$ cat src/rtl/btn_debounce_pulse_pkg.sv
// Shared types and constants for the push-button debounce front end.
// State encodings double as the LED debug code driven on state_dbg.
package btn_debounce_pulse_pkg;

  typedef enum logic [1:0] {
    ST_IDLE         = 2'b00,
    ST_PRESS_WAIT   = 2'b01,
    ST_PRESSED      = 2'b10,
    ST_RELEASE_WAIT = 2'b11
  } state_e;

  localparam int unsigned DEBOUNCE_CYCLES_100MHZ_20MS = 2_000_000;
  localparam int unsigned DEBOUNCE_CYCLES_SIM         = 4;

endpackage

$ cat src/rtl/btn_debounce_pulse_sync_nff.sv
// STAGES-deep flop chain bringing an asynchronous input into the clk_i domain.
// Asynchronous active-low reset clears every stage to 0.
module sync_nff #(
  parameter int unsigned STAGES = 2
) (
  input  logic clk_i,
  input  logic rst_ni,
  input  logic d_i,
  output logic q_o
);

  logic [STAGES-1:0] sync_q;

  always_ff @(posedge clk_i or negedge rst_ni) begin
    if (!rst_ni) begin
      sync_q <= '0;
    end else begin
      sync_q <= {sync_q[STAGES-2:0], d_i};
    end
  end

  assign q_o = sync_q[STAGES-1];

endmodule

$ cat src/rtl/btn_debounce_pulse.sv
// Button synchroniser plus counter-based debounce FSM producing a clean level
// and one-cycle press/release strobes; all outputs are registered.
module btn_debounce_pulse
  import btn_debounce_pulse_pkg::*;
#(
  parameter int unsigned DEBOUNCE_CYCLES = DEBOUNCE_CYCLES_100MHZ_20MS,
  parameter int unsigned SYNC_STAGES     = 2
) (
  input  logic       cp,
  input  logic       rst_n,
  input  logic       btn_in,
  output logic       btn_level,
  output logic       press_pulse,
  output logic       release_pulse,
  output logic [1:0] state_dbg
);

  localparam int unsigned     CNT_W    = $clog2(DEBOUNCE_CYCLES);
  localparam logic [CNT_W-1:0] CNT_LAST = CNT_W'(DEBOUNCE_CYCLES - 1);
  localparam logic [CNT_W-1:0] CNT_ONE  = CNT_W'(1);

  logic             btn_sync;
  state_e           state_q;
  logic [CNT_W-1:0] cnt_q;
  logic             level_q;
  logic             press_q;
  logic             release_q;

  sync_nff #(
    .STAGES(SYNC_STAGES)
  ) u_sync (
    .clk_i (cp),
    .rst_ni(rst_n),
    .d_i   (btn_in),
    .q_o   (btn_sync)
  );

  // Entering a wait state loads 1 because the triggering sample is the first
  // of the DEBOUNCE_CYCLES stable samples.
  always_ff @(posedge cp or negedge rst_n) begin
    if (!rst_n) begin
      state_q   <= ST_IDLE;
      cnt_q     <= '0;
      level_q   <= 1'b0;
      press_q   <= 1'b0;
      release_q <= 1'b0;
    end else begin
      press_q   <= 1'b0;
      release_q <= 1'b0;
      unique case (state_q)
        ST_IDLE: begin
          if (btn_sync) begin
            state_q <= ST_PRESS_WAIT;
            cnt_q   <= CNT_ONE;
          end
        end
        ST_PRESS_WAIT: begin
          if (!btn_sync) begin
            state_q <= ST_IDLE;
            cnt_q   <= '0;
          end else if (cnt_q == CNT_LAST) begin
            state_q <= ST_PRESSED;
            cnt_q   <= '0;
            level_q <= 1'b1;
            press_q <= 1'b1;
          end else begin
            cnt_q <= cnt_q + CNT_ONE;
          end
        end
        ST_PRESSED: begin
          if (!btn_sync) begin
            state_q <= ST_RELEASE_WAIT;
            cnt_q   <= CNT_ONE;
          end
        end
        ST_RELEASE_WAIT: begin
          if (btn_sync) begin
            state_q <= ST_PRESSED;
            cnt_q   <= '0;
          end else if (cnt_q == CNT_LAST) begin
            state_q   <= ST_IDLE;
            cnt_q     <= '0;
            level_q   <= 1'b0;
            release_q <= 1'b1;
          end else begin
            cnt_q <= cnt_q + CNT_ONE;
          end
        end
        default: begin
          state_q <= ST_IDLE;
          cnt_q   <= '0;
        end
      endcase
    end
  end

  assign btn_level     = level_q;
  assign press_pulse   = press_q;
  assign release_pulse = release_q;
  assign state_dbg     = state_q;

endmodule

$ cat config.mk
export PLATFORM = sky130hd
export DESIGN_NAME = btn_debounce_pulse
export DESIGN_NICKNAME = d
export VERILOG_FILES = /design/src/rtl/btn_debounce_pulse_pkg.sv /design/src/rtl/btn_debounce_pulse_sync_nff.sv /design/src/rtl/btn_debounce_pulse.sv
export SDC_FILE = /design/constraint.sdc
export NUM_CORES = 1
export LEC_CHECK = 0
export BUFFER_PORTS_ARGS = -buffer_cell sky130_fd_sc_hd__buf_2
export CORE_AREA = 5 5 78 80
export CTS_CLUSTER_SIZE = 8
export DETAILED_ROUTE_END_ITERATION = 8
export DIE_AREA = 0 0 83 85
export PLACE_DENSITY = 0.51
export SYNTH_ARGS = -nofsm -noshare
export SYNTH_HDL_FRONTEND = slang
export SYNTH_SLANG_ARGS = --single-unit
$ cat constraint.sdc
create_clock -name cp -period 1.9 [get_ports cp]
set_input_delay 0.475 -clock cp [delete_from_list [all_inputs] [get_ports cp]]
set_output_delay 0.475 -clock cp [all_outputs]
set_load 0.1 [all_outputs]
# == Yosys cells after proc, flatten, opt, wreduce, memory -nomap -nowiden ==
# Index checks and enable logic that the tools add are counted.
# word_totals
ff_bits,28
wordCells,47
# op_classes
reduce_logical,5
eq_ne,12
addsub,1
mux,23
# ops
cell,n
two-way mux 21 bit,5
case mux 21 bit (4 select lines),1
"adder 21 x 1 -> 21 bit, second input constant",1
"== test 21 bit, second input constant",1
two-way mux 2 bit,6
two-way mux 1 bit,9
"!= test 2 bit, second input constant",4
case mux 2 bit (4 select lines),1
AND reduction 5 bit,1
"== test 2 bit, second input constant",2
"!= test 2 x 1 -> 1 bit, second input constant",2
AND reduction 4 bit,1
"!= test 3 x 2 -> 1 bit, second input constant",1
"!= test 3 bit, second input constant",1
"== test 2 x 1 -> 1 bit, second input constant",1
logical NOT 2 bit,1
case mux 1 bit (2 select lines),1
AND reduction 2 bit,1
nonzero test 2 bit,1

# == Depth between registers and ports, before layout ==
# Gate-level depths: netlist of the first run.
# logic_depth
word_depth,4
mapped_depth,8
ltp_nobuf,6

# == Cells and area by module ==
# Synthesis of the first run repeated with hierarchy kept, for this count alone.
# unflattened
hier_cells,153
hier_area_um2,1482.7
# by_module_without_submodules
module,cells_each,seq_area_each_um2,area_per_inst_um2,n_inst
btn_debounce_pulse,151,650.6,1432.6,1
sync_nff,2,50.0,50.0,1

# == Worst setup path before layout of the first run ==
# OpenSTA, ideal clock, no wires.
# synth_path
path_kind,register to register
startpoint,register with a tool-made name
endpoint,register cnt_q[13]
required_time_ns,1.818
slack_ns,-0.195
arrival_time_ns,2.013
path_stages_with_launch,8
setup_time_ns,0.082
path_cell_list,dfrtp_1 > xor2_2 > nand2_2 > a21oi_4 > buf_6 > buf_6 > nand2_1 > a31oi_1
# synth_rtl
item,line,rtl
end signal: assignment,btn_debounce_pulse.sv:67,cnt_q <= cnt_q + CNT_ONE;
end signal: assignment,btn_debounce_pulse.sv:86,cnt_q <= cnt_q + CNT_ONE;
end: declaration,btn_debounce_pulse.sv:24,logic [CNT_W-1:0] cnt_q;

# == Worst setup path in the final report of the first run ==
# layout_path
startpoint,register cnt_q[0]
endpoint,register cnt_q[18]
# layout_via
elab_chain_cells,4
elab_cells_between_ends,6
classes_between,1 x add/sub; 1 x eq/ne; 4 x mux
# layout_lines
item,line,rtl
adder 21 x 1 -> 21 bit or == test 21 bit (tied branches),--,
two-way mux 21 bit *,"btn_debounce_pulse.sv:61, btn_debounce_pulse.sv:80",
"two-way mux 21 bit, on equally long branches","btn_debounce_pulse.sv:77, btn_debounce_pulse.sv:58",
case mux 21 bit (4 select lines) *,btn_debounce_pulse.sv:50,unique case (state_q)
# Every way passes the cells marked *; elsewhere a longest branch is shown, timed or not.
# A chain may end at the register's enable or synchronous reset.

==> metrics, run 1 <==
status=complete, no violations; final net count=around 170; Core Area=0.00534 mm2; WP data arrival=2010 ps; Die ar.=just over 0.007 mm2; Reg clk slew, reported paths=approximately 100 ps; Die Span X=about 83 um; Post-DP HPWL=2250 um; Netlist Area Pre-Place=0.00153 mm2; cell count along the critical path=6; Synth top area share=roughly 46%; Primary FF master, synth=dfrtp_1; Clock Latency Late Sink=around 270 ps; TritonRoute pass-1 iters=4; sequential share of the synthesized area=a little under half; Num CTS Buffers=3; maximum VDD drop=between 0.4 and 0.5 mV; R2R depth=6; ordered list of cells on the worst path=ha_1 -> and3_1 -> and4_4 -> and2_2 -> or3_1 -> mux2i_1; Netlist cell types=42; first-pass GRT wire length=between 5000 and 6000 um; CP max FO=7; Final setup viols=0; GRT Util Overall=under 10%; Slew Limit Fails=0; # H-tree levels=1; DR vias/cell=between 5 and 6; Final Hold Slack=213 ps; Yosys Warn Count=0; syn_area_per_cell=~10 um2; vias in the first global route=roughly 1,200; hold buffers post-CTS=0; final wirelength=between 3000 and 4000 um; number of flops mapped to enable cells by yosys=0; Final Cycle Share=between 90% and 100%; Slowest cell on crit path=dfrtp_1; clk sink count=28; Area Overhead vs Synth=16.1%; antenna violations before repair=0; max-cap violation count=0; Die H=roughly 85 um; largest net degree at the start of global routing=29; CTS tree=done; Fmax=between 500 and 600 MHz; Ant. Diodes=0; endpoints failing hold=0; post-route setup TNS=0 ps; commonest non-fill, non-tap cell in the layout=dfrtp_1; commonest non-fill, non-tap cells in the layout=26 x dfrtp_1, 14 x a21oi_1, 12 x nand3_1, 12 x buf_4, 10 x nand2_1; Area contributors post-synth=dfrtp_1 46%, a21oi_1 4.6%, mux2i_1 4.6%, nand3_1 3.9%, a31oi_1 3.3%; #FFs+latches synth=28; via count=around 1,200; aggregate global routing overflow=0; CTS Buffer Depth=2; std cell rows=27; Cells after Synth=153; port bufs=7; Routed Antenna Nets=0; CP Class=flip-flop to flip-flop; Buf/Inv on CP=0; crit path time final=1800 ps; Iter 0 DRT Violations=54; pre-CTS WS=~45 ps; placed cell count=around 230; Root Buffer=clkbuf_8; cell family with most CP delay=simple AND/OR/NAND/NOR gates; P per Cell Area=approximately 670 mW/mm2; Power Total=roughly 1.2 mW; Lkg Pwr=~0.76 nW; CP max stage delay=390 ps; Data required, critical path=between 2000 and 2500 ps; initial core utilization=28.6%; Non-Filler Instances=roughly 240; most area-hungry cell type in the Yosys netlist=dfrtp_1; hold crit path type=input port to asynchronous set/reset pin; Slew headroom=57.1%; Mapped Nets=~160; layout cells sized above 1=between 20% and 30%; CP endpoint kind=flip-flop; Synth async-reset ratio=between 90% and 100%; Top-Level Pins=8; CP Launch Type=flip-flop; DRC=0; wire per inst=13.0 um; Tightest Pin Transition=around 640 ps; setup ws final=95.4 ps; GP Congestion=about 0.8; Clock Skew=~2.1 ps
-- cell type report --
| type | count | area [um2] |
|---|---|---|
| Tap cell | 72 | 90.1 |
| Clock inverter | 1 | 30.0 |
| Timing Repair Buffer | 19 | 125 |
| Fill cell | 573 | 3560 |
| Sequential cell | 28 | 703 |
| Clock buffer | 3 | 41.3 |
| Multi-Input combinational cell | 112 | 762 |
| Inverter | 6 | 22.5 |
-- stage by stage --
step | area (um2) | util [%]
2_1_floorplan | 1530 | -
3_3_place_gp | 1680 | 31.4
3_5_place_dp | 1680 | 31.4
4_1_cts | 1750 | 32.7
5_1_grt | 1770 | 33.2
6_report | 1770 | 33.2
-- registers in the layout (all words and copies together) (netlist names), named ones only --
register and cells:
btn_level 1, cnt_q 21, press_pulse 1, release_pulse 1
u_sync.sync_q 2, state_dbg 1
-- per-layer routing --
layer,global-route usage [%],part of all wire [%],up-vias
li1,-,-,592
met5,0,0,-
met2,15.5,48,22
met3,2.72,3.5,2
met4,2.23,0.83,0
met1,11.8,47,590
-- final timing paths --
check | start | to | slack [ps]
max | cnt_q[0] | cnt_q[18] | 100
max reg2reg | cnt_q[0] | cnt_q[18] | 100
min | rst_n | cnt_q[1] | 210
min reg2reg | u_sync.sync_q[0] | u_sync.sync_q[1] | 360
max in group asynchronous | rst_n | state_dbg[0] | 1230
min in group cp | btn_in | u_sync.sync_q[0] | 300
-- cells in the mapped netlist (all sizes together) (5+ instances only) --
library cell	count
nand2b	5
inv	6
mux2i	7
buf	6
nand3	13
nand4	5
nand2	11
dfrtp	28
nor2	7
and2	5
a31oi	8
a21oi	15
-- cells by family after synthesis --
logic type      Yosys count  share of synthesized area [%]
xor+xnor                  3                           2.21
mux                       7                           4.59
compound gates           38                           16.1
fa+ha+maj                 1                          0.819
simple gates             63                           25.9
buf+inv                  13                           4.50
flops                    28                           45.9
-- power by group --
| part | internal, mW | leakage [nW] | total [mW] | switching, mW |
|---|---|---|---|---|
| Clock | 0.282 | 0.0357 | 0.470 | 0.188 |
| Combinational | 0.0353 | 0.347 | 0.0985 | 0.0632 |
| Sequential | 0.606 | 0.378 | 0.616 | 0.0105 |
| Total | 0.923 | 0.761 | 1.18 | 0.262 |
-- timing repair --
action | in CTS | in global routing
resized for setup | 0 | 3
endpoints found under the setup margin | 0 | 19
buffers inserted | 0 | 3
endpoints found under the hold margin | 0 | 0
Note: power is estimated with default switching activity, not from simulation.
==> run 2: changes to the inputs <==
--- a/config.mk
+++ b/config.mk
@@ -5,11 +5,12 @@
 export SDC_FILE = /design/constraint.sdc
 export NUM_CORES = 1
 export LEC_CHECK = 0
+export ABC_AREA = 1
 export BUFFER_PORTS_ARGS = -buffer_cell sky130_fd_sc_hd__buf_2
-export CORE_AREA = 5 5 78 80
+export CORE_AREA = 5 5 83 85
 export CTS_CLUSTER_SIZE = 8
 export DETAILED_ROUTE_END_ITERATION = 8
-export DIE_AREA = 0 0 83 85
+export DIE_AREA = 0 0 88 90
 export PLACE_DENSITY = 0.51
 export SYNTH_ARGS = -nofsm -noshare
 export SYNTH_HDL_FRONTEND = slang
==> run 2 against run 1 <==
Effect of this change: critical path depth down 5; total power up 0.29%; wire length rose by 19%; register-to-register slack better by 260 ps; worst setup slack better by 30 ps; combinational power down 12%; global-route usage is 1.2 points higher; design area grew 12%; final cell count is 36% higher; worst hold slack got worse by 14 ps; synthesized cell count increased by 56%.
==> metrics, run 2 <==
post-route setup TNS=0 ps; final net count=roughly 260; Netlist Area Pre-Place=~0.0018 mm2; Synth async-reset ratio=100%; GP Congestion=0.811; maximum VDD drop=0.237 mV; status=complete, no violations; Slew Limit Fails=0; Clock Skew=roughly 5.4 ps; Post-DP HPWL=just under 3000 um; CTS Buffer Depth=2; top flop regs=cnt_q: 21 flops, u_sync.sync_q: 2 flops; Slowest cell on crit path=dfrtp_1; max-cap violation count=0; setup ws final=125 ps; #FFs+latches synth=28; Final Cycle Share=between 90% and 100%; number of flops mapped to enable cells by yosys=0; Top-Level Pins=8; CP max stage delay=about 520 ps; crit path time final=around 1800 ps; Buf/Inv on CP=1; Final setup viols=0; # H-tree levels=1; layout cells sized above 1=21.2%; Lkg Pwr=0.886 nW; std cell rows=29; CP Class=flip-flop to primary output; Num CTS Buffers=3; Area contributors post-synth=dfrtp_1 39%, nand2_1 15%, nand3_1 5.9%, nor2_1 5.9%, inv_1 5.3%; initial core utilization=between 20% and 30%; vias in the first global route=approximately 1,400; WP data arrival=about 1300 ps; final wirelength=3740 um; sequential share of the synthesized area=39.4%; antenna violations before repair=0; hold crit path type=input port to asynchronous set/reset pin; most area-hungry cell type in the Yosys netlist=dfrtp_1; pre-CTS WS=about 380 ps; Core Area=0.00613 mm2; Area Overhead vs Synth=11.5%; first-pass GRT wire length=approximately 6600 um; ordered list of cells on the worst path=buf_2; Ant. Diodes=0; Die Span X=roughly 88 um; Mapped Nets=between 200 and 250; Cells after Synth=239; Synth top area share=between 30% and 40%; Data required, critical path=between 1000 and 1500 ps; via count=1,422; port bufs=7; Post-synth top cells=70 x nand2_1, 28 x dfrtp_1, 28 x nor2_1, 25 x inv_1, 21 x nand3_1; unrepaired setup endpoints after global routing=false; Filler cells=roughly 640; count leader, synth=nand2_1; cell family with most CP delay=flip-flops; Resize count post-CTS=0; CP endpoint kind=primary output; DR vias/cell=~4.3; commonest non-fill, non-tap cell in the layout=nand2_1; Iter 0 DRT Violations=40; largest net degree at the start of global routing=29; Slew headroom=a little under three fifths; Fmax=about 560 MHz; CTS tree=done; aggregate global routing overflow=0; clk sink count=28; P per Cell Area=between 500 and 600 mW/mm2; Die H=90 um; max FFs per register=21; DRC=0; Clock Latency Late Sink=just under 300 ps; Primary FF master, synth=dfrtp_1; Yosys Warn Count=0; Routed Antenna Nets=0; Power Total=~1.2 mW; TritonRoute pass-1 iters=4; GRT Util Overall=between 10% and 20%; Reg clk slew, reported paths=100 ps; hold buffers post-CTS=0; CP max FO=6; Tightest Pin Transition=640 ps; wire per inst=roughly 11 um; Root Buffer=clkbuf_8; postcts setup bufs=0; Most flops, register=cnt_q; CP Launch Type=flip-flop; Die ar.=0.00792 mm2; Netlist cell types=28; endpoints failing hold=0; syn_area_per_cell=7.43 um2; commonest non-fill, non-tap cells in the layout=70 x nand2_1, 28 x nor2_1, 27 x dfrtp_1, 25 x inv_1, 21 x nand3_1
-- run 2: changes by cell type after synthesis, moves of 5 or more --
cell | previous run | this run
nand2b_1 | 5 | 0
mux2i_1 | 7 | 0
nand2_1 | 10 | 70
nor2_2 | 0 | 10
a21oi_1 | 14 | 4
nor2_1 | 7 | 28
nor2_4 | 0 | 7
inv_2 | 0 | 5
nand2_2 | 1 | 8
nand3_1 | 12 | 21
a31oi_1 | 8 | 0
inv_1 | 6 | 25
-- run 2: final timing paths --
check | startpoint | depth (start not counted) | to | slack [ps]
max | state_dbg[0] | 1 | state_dbg[0] | 130
min | rst_n | 1 | u_sync.sync_q[1] | 200
max reg2reg | cnt_q[1] | 10 | cnt_q[14] | 360
min reg2reg | u_sync.sync_q[0] | 0 | u_sync.sync_q[1] | 370
max in group asynchronous | rst_n | 1 | asynchronous set/reset pin | 1260
min in group cp | btn_in | 1 | u_sync.sync_q[0] | 280
-- run 2: area by class of cell --
cell class | count | area [um2] | area share, %
clock inverters | 1 | 30.0 | 1.52
inverters | 32 | 128 | 6.44
well taps | 77 | 96.3 | 4.86
clock buffers | 3 | 41.3 | 2.08
repair buffers | 8 | 42.5 | 2.15
multi-input cells | 178 | 941 | 47.5
flip-flops and latches | 28 | 702 | 35.4
-- run 2: metrics by stage --
stage / hold slack [ps] / instances / area, um2 / util, %
finish: 199 / 327 / 1980 / 32.3
global route: 244 / 327 / 1980 / 32.3
CTS: 217 / 327 / 1980 / 32.3
detailed placement: 349 / 323 / 1910 / 31.1
global placement: 352 / 323 / 1910 / 31.1
floorplan: 179 / 239 / 1780 / -
-- run 2: worst register-to-register path, stage by stage, from the launching register on --
cell and delay, ps:
dfrtp_1 380, ha_1 210, nand2_2 110, nor2_4 180, nand2_2 110, nor2_2 120
nand2_1 80, nor2_1 100, nor2_1 50, nand2_1 60, nand2_1 50
-- run 2: power by group --
part	internal, mW	switching, mW
combinational	0.0232	0.0638
sequential	0.606	0.0117
clock	0.283	0.201
total	0.912	0.276
-- run 2: layer usage --
metal / vias to the layer above / wire length, um / GRT usage [%]
met4: 0 / 87 / 4.99
met2: 8 / 1710 / 16.3
met1: 645 / 1910 / 14.4
li1: 764 / - / -
met5: - / 0 / 0
met3: 5 / 30 / 1.10
-- run 2: logic make-up (layout without fill, tap and decap cells) --
kind of cell	after synthesis	in the layout	share of synthesized area, %
AND/OR/NAND/NOR	155	155	44.4
buffers and inverters	33	44	7.61
flip-flops	28	28	39.4
AO/OA/AOI/OAI	17	17	5.42
XOR/XNOR	5	5	2.47
adder cells (fa/ha/maj)	1	1	0.704
==> run 3: changes to the inputs <==
--- a/config.mk
+++ b/config.mk
@@ -5,13 +5,12 @@
 export SDC_FILE = /design/constraint.sdc
 export NUM_CORES = 1
 export LEC_CHECK = 0
-export ABC_AREA = 1
 export BUFFER_PORTS_ARGS = -buffer_cell sky130_fd_sc_hd__buf_2
-export CORE_AREA = 5 5 83 85
+export CORE_AREA = 5 5 78 80
 export CTS_CLUSTER_SIZE = 8
 export DETAILED_ROUTE_END_ITERATION = 8
-export DIE_AREA = 0 0 88 90
-export PLACE_DENSITY = 0.51
+export DIE_AREA = 0 0 83 85
+export PLACE_DENSITY_LB_ADDON = 0.1
 export SYNTH_ARGS = -nofsm -noshare
 export SYNTH_HDL_FRONTEND = slang
 export SYNTH_SLANG_ARGS = --single-unit
==> run 3 against run 2 <==
Effect of this change: first-iteration DRC count rose by 110%; die area is 11% lower; clock skew about the same; maximum frequency shrank 2.5%; core utilization up 1.2 points; sequential share of layout area is 3.9 points higher; worst setup slack lost 46 ps; combinational power up 15%; total power shrank 10%.
==> metrics, run 3 (synthesized netlist as in run 1, its figures left out) <==
cell family with most CP delay=simple AND/OR/NAND/NOR gates; Worst Setup SP=cnt_q[0]; CP endpoint kind=flip-flop; Iter 0 DRT Violations=85; R2R depth=6; via count=between 1,000 and 1,500; first-pass GRT wire length=5620 um; Root Buffer=clkbuf_8; Slew headroom=56.4%; antenna violations before repair=0; sequential power share=57.7%; unrepaired setup endpoints after global routing=true; endpoints failing hold=0; port bufs=7; Final Cycle Share=95.8%; Post-DP HPWL=approximately 2400 um; Die H=between 80 and 90 um; DRC=0; Ant. Diodes=0; Num CTS Buffers=3; P per Cell Area=~600 mW/mm2; ordered list of cells on the worst path=ha_1 -> and3_1 -> and4_4 -> and2_2 -> or3_1 -> mux2i_1; cell count along the critical path=6; Final setup viols=0; placed cell count=between 200 and 250; worst reg2reg path endpoint=cnt_q[15]; Clock Latency Late Sink=280 ps; setup ws final=around 80 ps; initial core utilization=between 20 and 30%; commonest non-fill, non-tap cell in the layout=dfrtp_1; hold crit path type=input port to asynchronous set/reset pin; pre-CTS WS=-13.6 ps; # H-tree levels=1; Pint=0.793 mW; layout cells sized above 1=roughly a quarter; largest net degree at the start of global routing=29; switching power=~0.27 mW; Final Hold Slack=212 ps; TritonRoute pass-1 iters=4; Core Area=0.00534 mm2; Power Total=between 1 and 1.5 mW; post-route setup TNS=0 ps; DR vias/cell=just under 5; logic gate share of total power=under 10%; Slowest cell on crit path=dfrtp_1; end of the critical path=cnt_q[15]; R2R Setup Slk=80 ps; CP Class=flip-flop to flip-flop; Slew Limit Fails=0; CP max FO=7; Die ar.=~0.0071 mm2; Clock power frac=between 30% and 40%; Tightest Pin Transition=~650 ps; max-cap violation count=0; final net count=179; CTS tree=done; commonest non-fill, non-tap cells in the layout=25 x dfrtp_1, 16 x buf_4, 14 x a21oi_1, 12 x nand3_1, 10 x nand2_1; Non-Filler Instances=roughly 250; origin of the critical flop-to-flop path=cnt_q[0]; top flop regs=cnt_q: 21 flops, u_sync.sync_q: 2 flops; GRT Util Overall=between 9 and 10%; Routed Antenna Nets=0; std cell rows=27; maximum VDD drop=0.242 mV; CP max stage delay=roughly 400 ps; Top-Level Pins=8; wire per inst=between 10 and 15 um; Most flops, register=cnt_q; Fmax=549 MHz; final wirelength=~3300 um; CTS Buffer Depth=2; Switching Share=between 20% and 30%; vias in the first global route=about 1,200; clk sink count=28; max FFs per register=21; Area Overhead vs Synth=17.2%; Lkg Pwr=0.773 nW; Clock Skew=5.32 ps; WP data arrival=2030 ps; GP Congestion=a little under 0.8; Buf/Inv on CP=0; CP Launch Type=flip-flop; aggregate global routing overflow=0; Data required, critical path=between 2000 and 2500 ps; Die Span X=approximately 83 um; crit path time final=roughly 1800 ps; Reg clk slew, reported paths=100 ps; status=complete, no violations
[run 3: worst register-to-register path, cell delays in order, from the launching register on]
cell and delay, ps:
dfrtp_1 400, ha_1 240, and3_1 200, and4_4 170, and2_2 230, or3_1 370, mux2i_1 130
[run 3: worst min path at each step]
stage	from	to	slack [ps]	cells past startpoint
finish	rst_n	cnt_q[20]	210	1
global route	rst_n	cnt_q[20]	260	1
CTS	rst_n	cnt_q[20]	240	1
detailed placement	u_sync.sync_q[0]	u_sync.sync_q[1]	340	0
global placement	u_sync.sync_q[0]	u_sync.sync_q[1]	340	0
floorplan	rst_n	asynchronous set/reset pin	180	0
[run 3: cell type report]
cell class | instances | area, um2
flip-flops and latches | 28 | 704
repair buffers | 24 | 166
well taps | 72 | 90.1
inverters | 6 | 22.5
fillers | 582 | 3550
multi-input cells | 112 | 762
clock buffers | 4 | 45.0
[run 3: power groups by stage]
stage	Clock [mW]	Combinational (mW)	Sequential, mW
6_report	0.351	0.100	0.617
5_1_grt	0.377	0.115	0.619
4_1_cts	0.361	0.103	0.617
3_5_place_dp	0	0.0993	0.629
3_3_place_gp	0	0.0979	0.628
2_1_floorplan	0	0.0528	0.636
[run 3: stage by stage]
| step | util (%) | cell area, um2 |
|---|---|---|
| 2_1_floorplan | - | 1530 |
| 3_3_place_gp | 31.7 | 1690 |
| 3_5_place_dp | 31.7 | 1690 |
| 4_1_cts | 32.8 | 1750 |
| 5_1_grt | 33.5 | 1790 |
| 6_report | 33.5 | 1790 |
[run 3: per-layer routing]
| metal | wire (um) | part of all wire [%] | track usage, % |
|---|---|---|---|
| met1 | 1630 | 49 | 12.9 |
| met4 | 36 | 1.1 | 3.27 |
| met3 | 80 | 2.4 | 1.65 |
| met2 | 1580 | 47 | 16.0 |
| met5 | 0 | 0 | 0 |
[run 3: timing repair]
action	in CTS	in global routing
resized for setup	1	4
pin swaps	1	4
gates cloned	0	0
setup endpoints to repair	6	10
buffers inserted	2	4
hold buffers	0	0
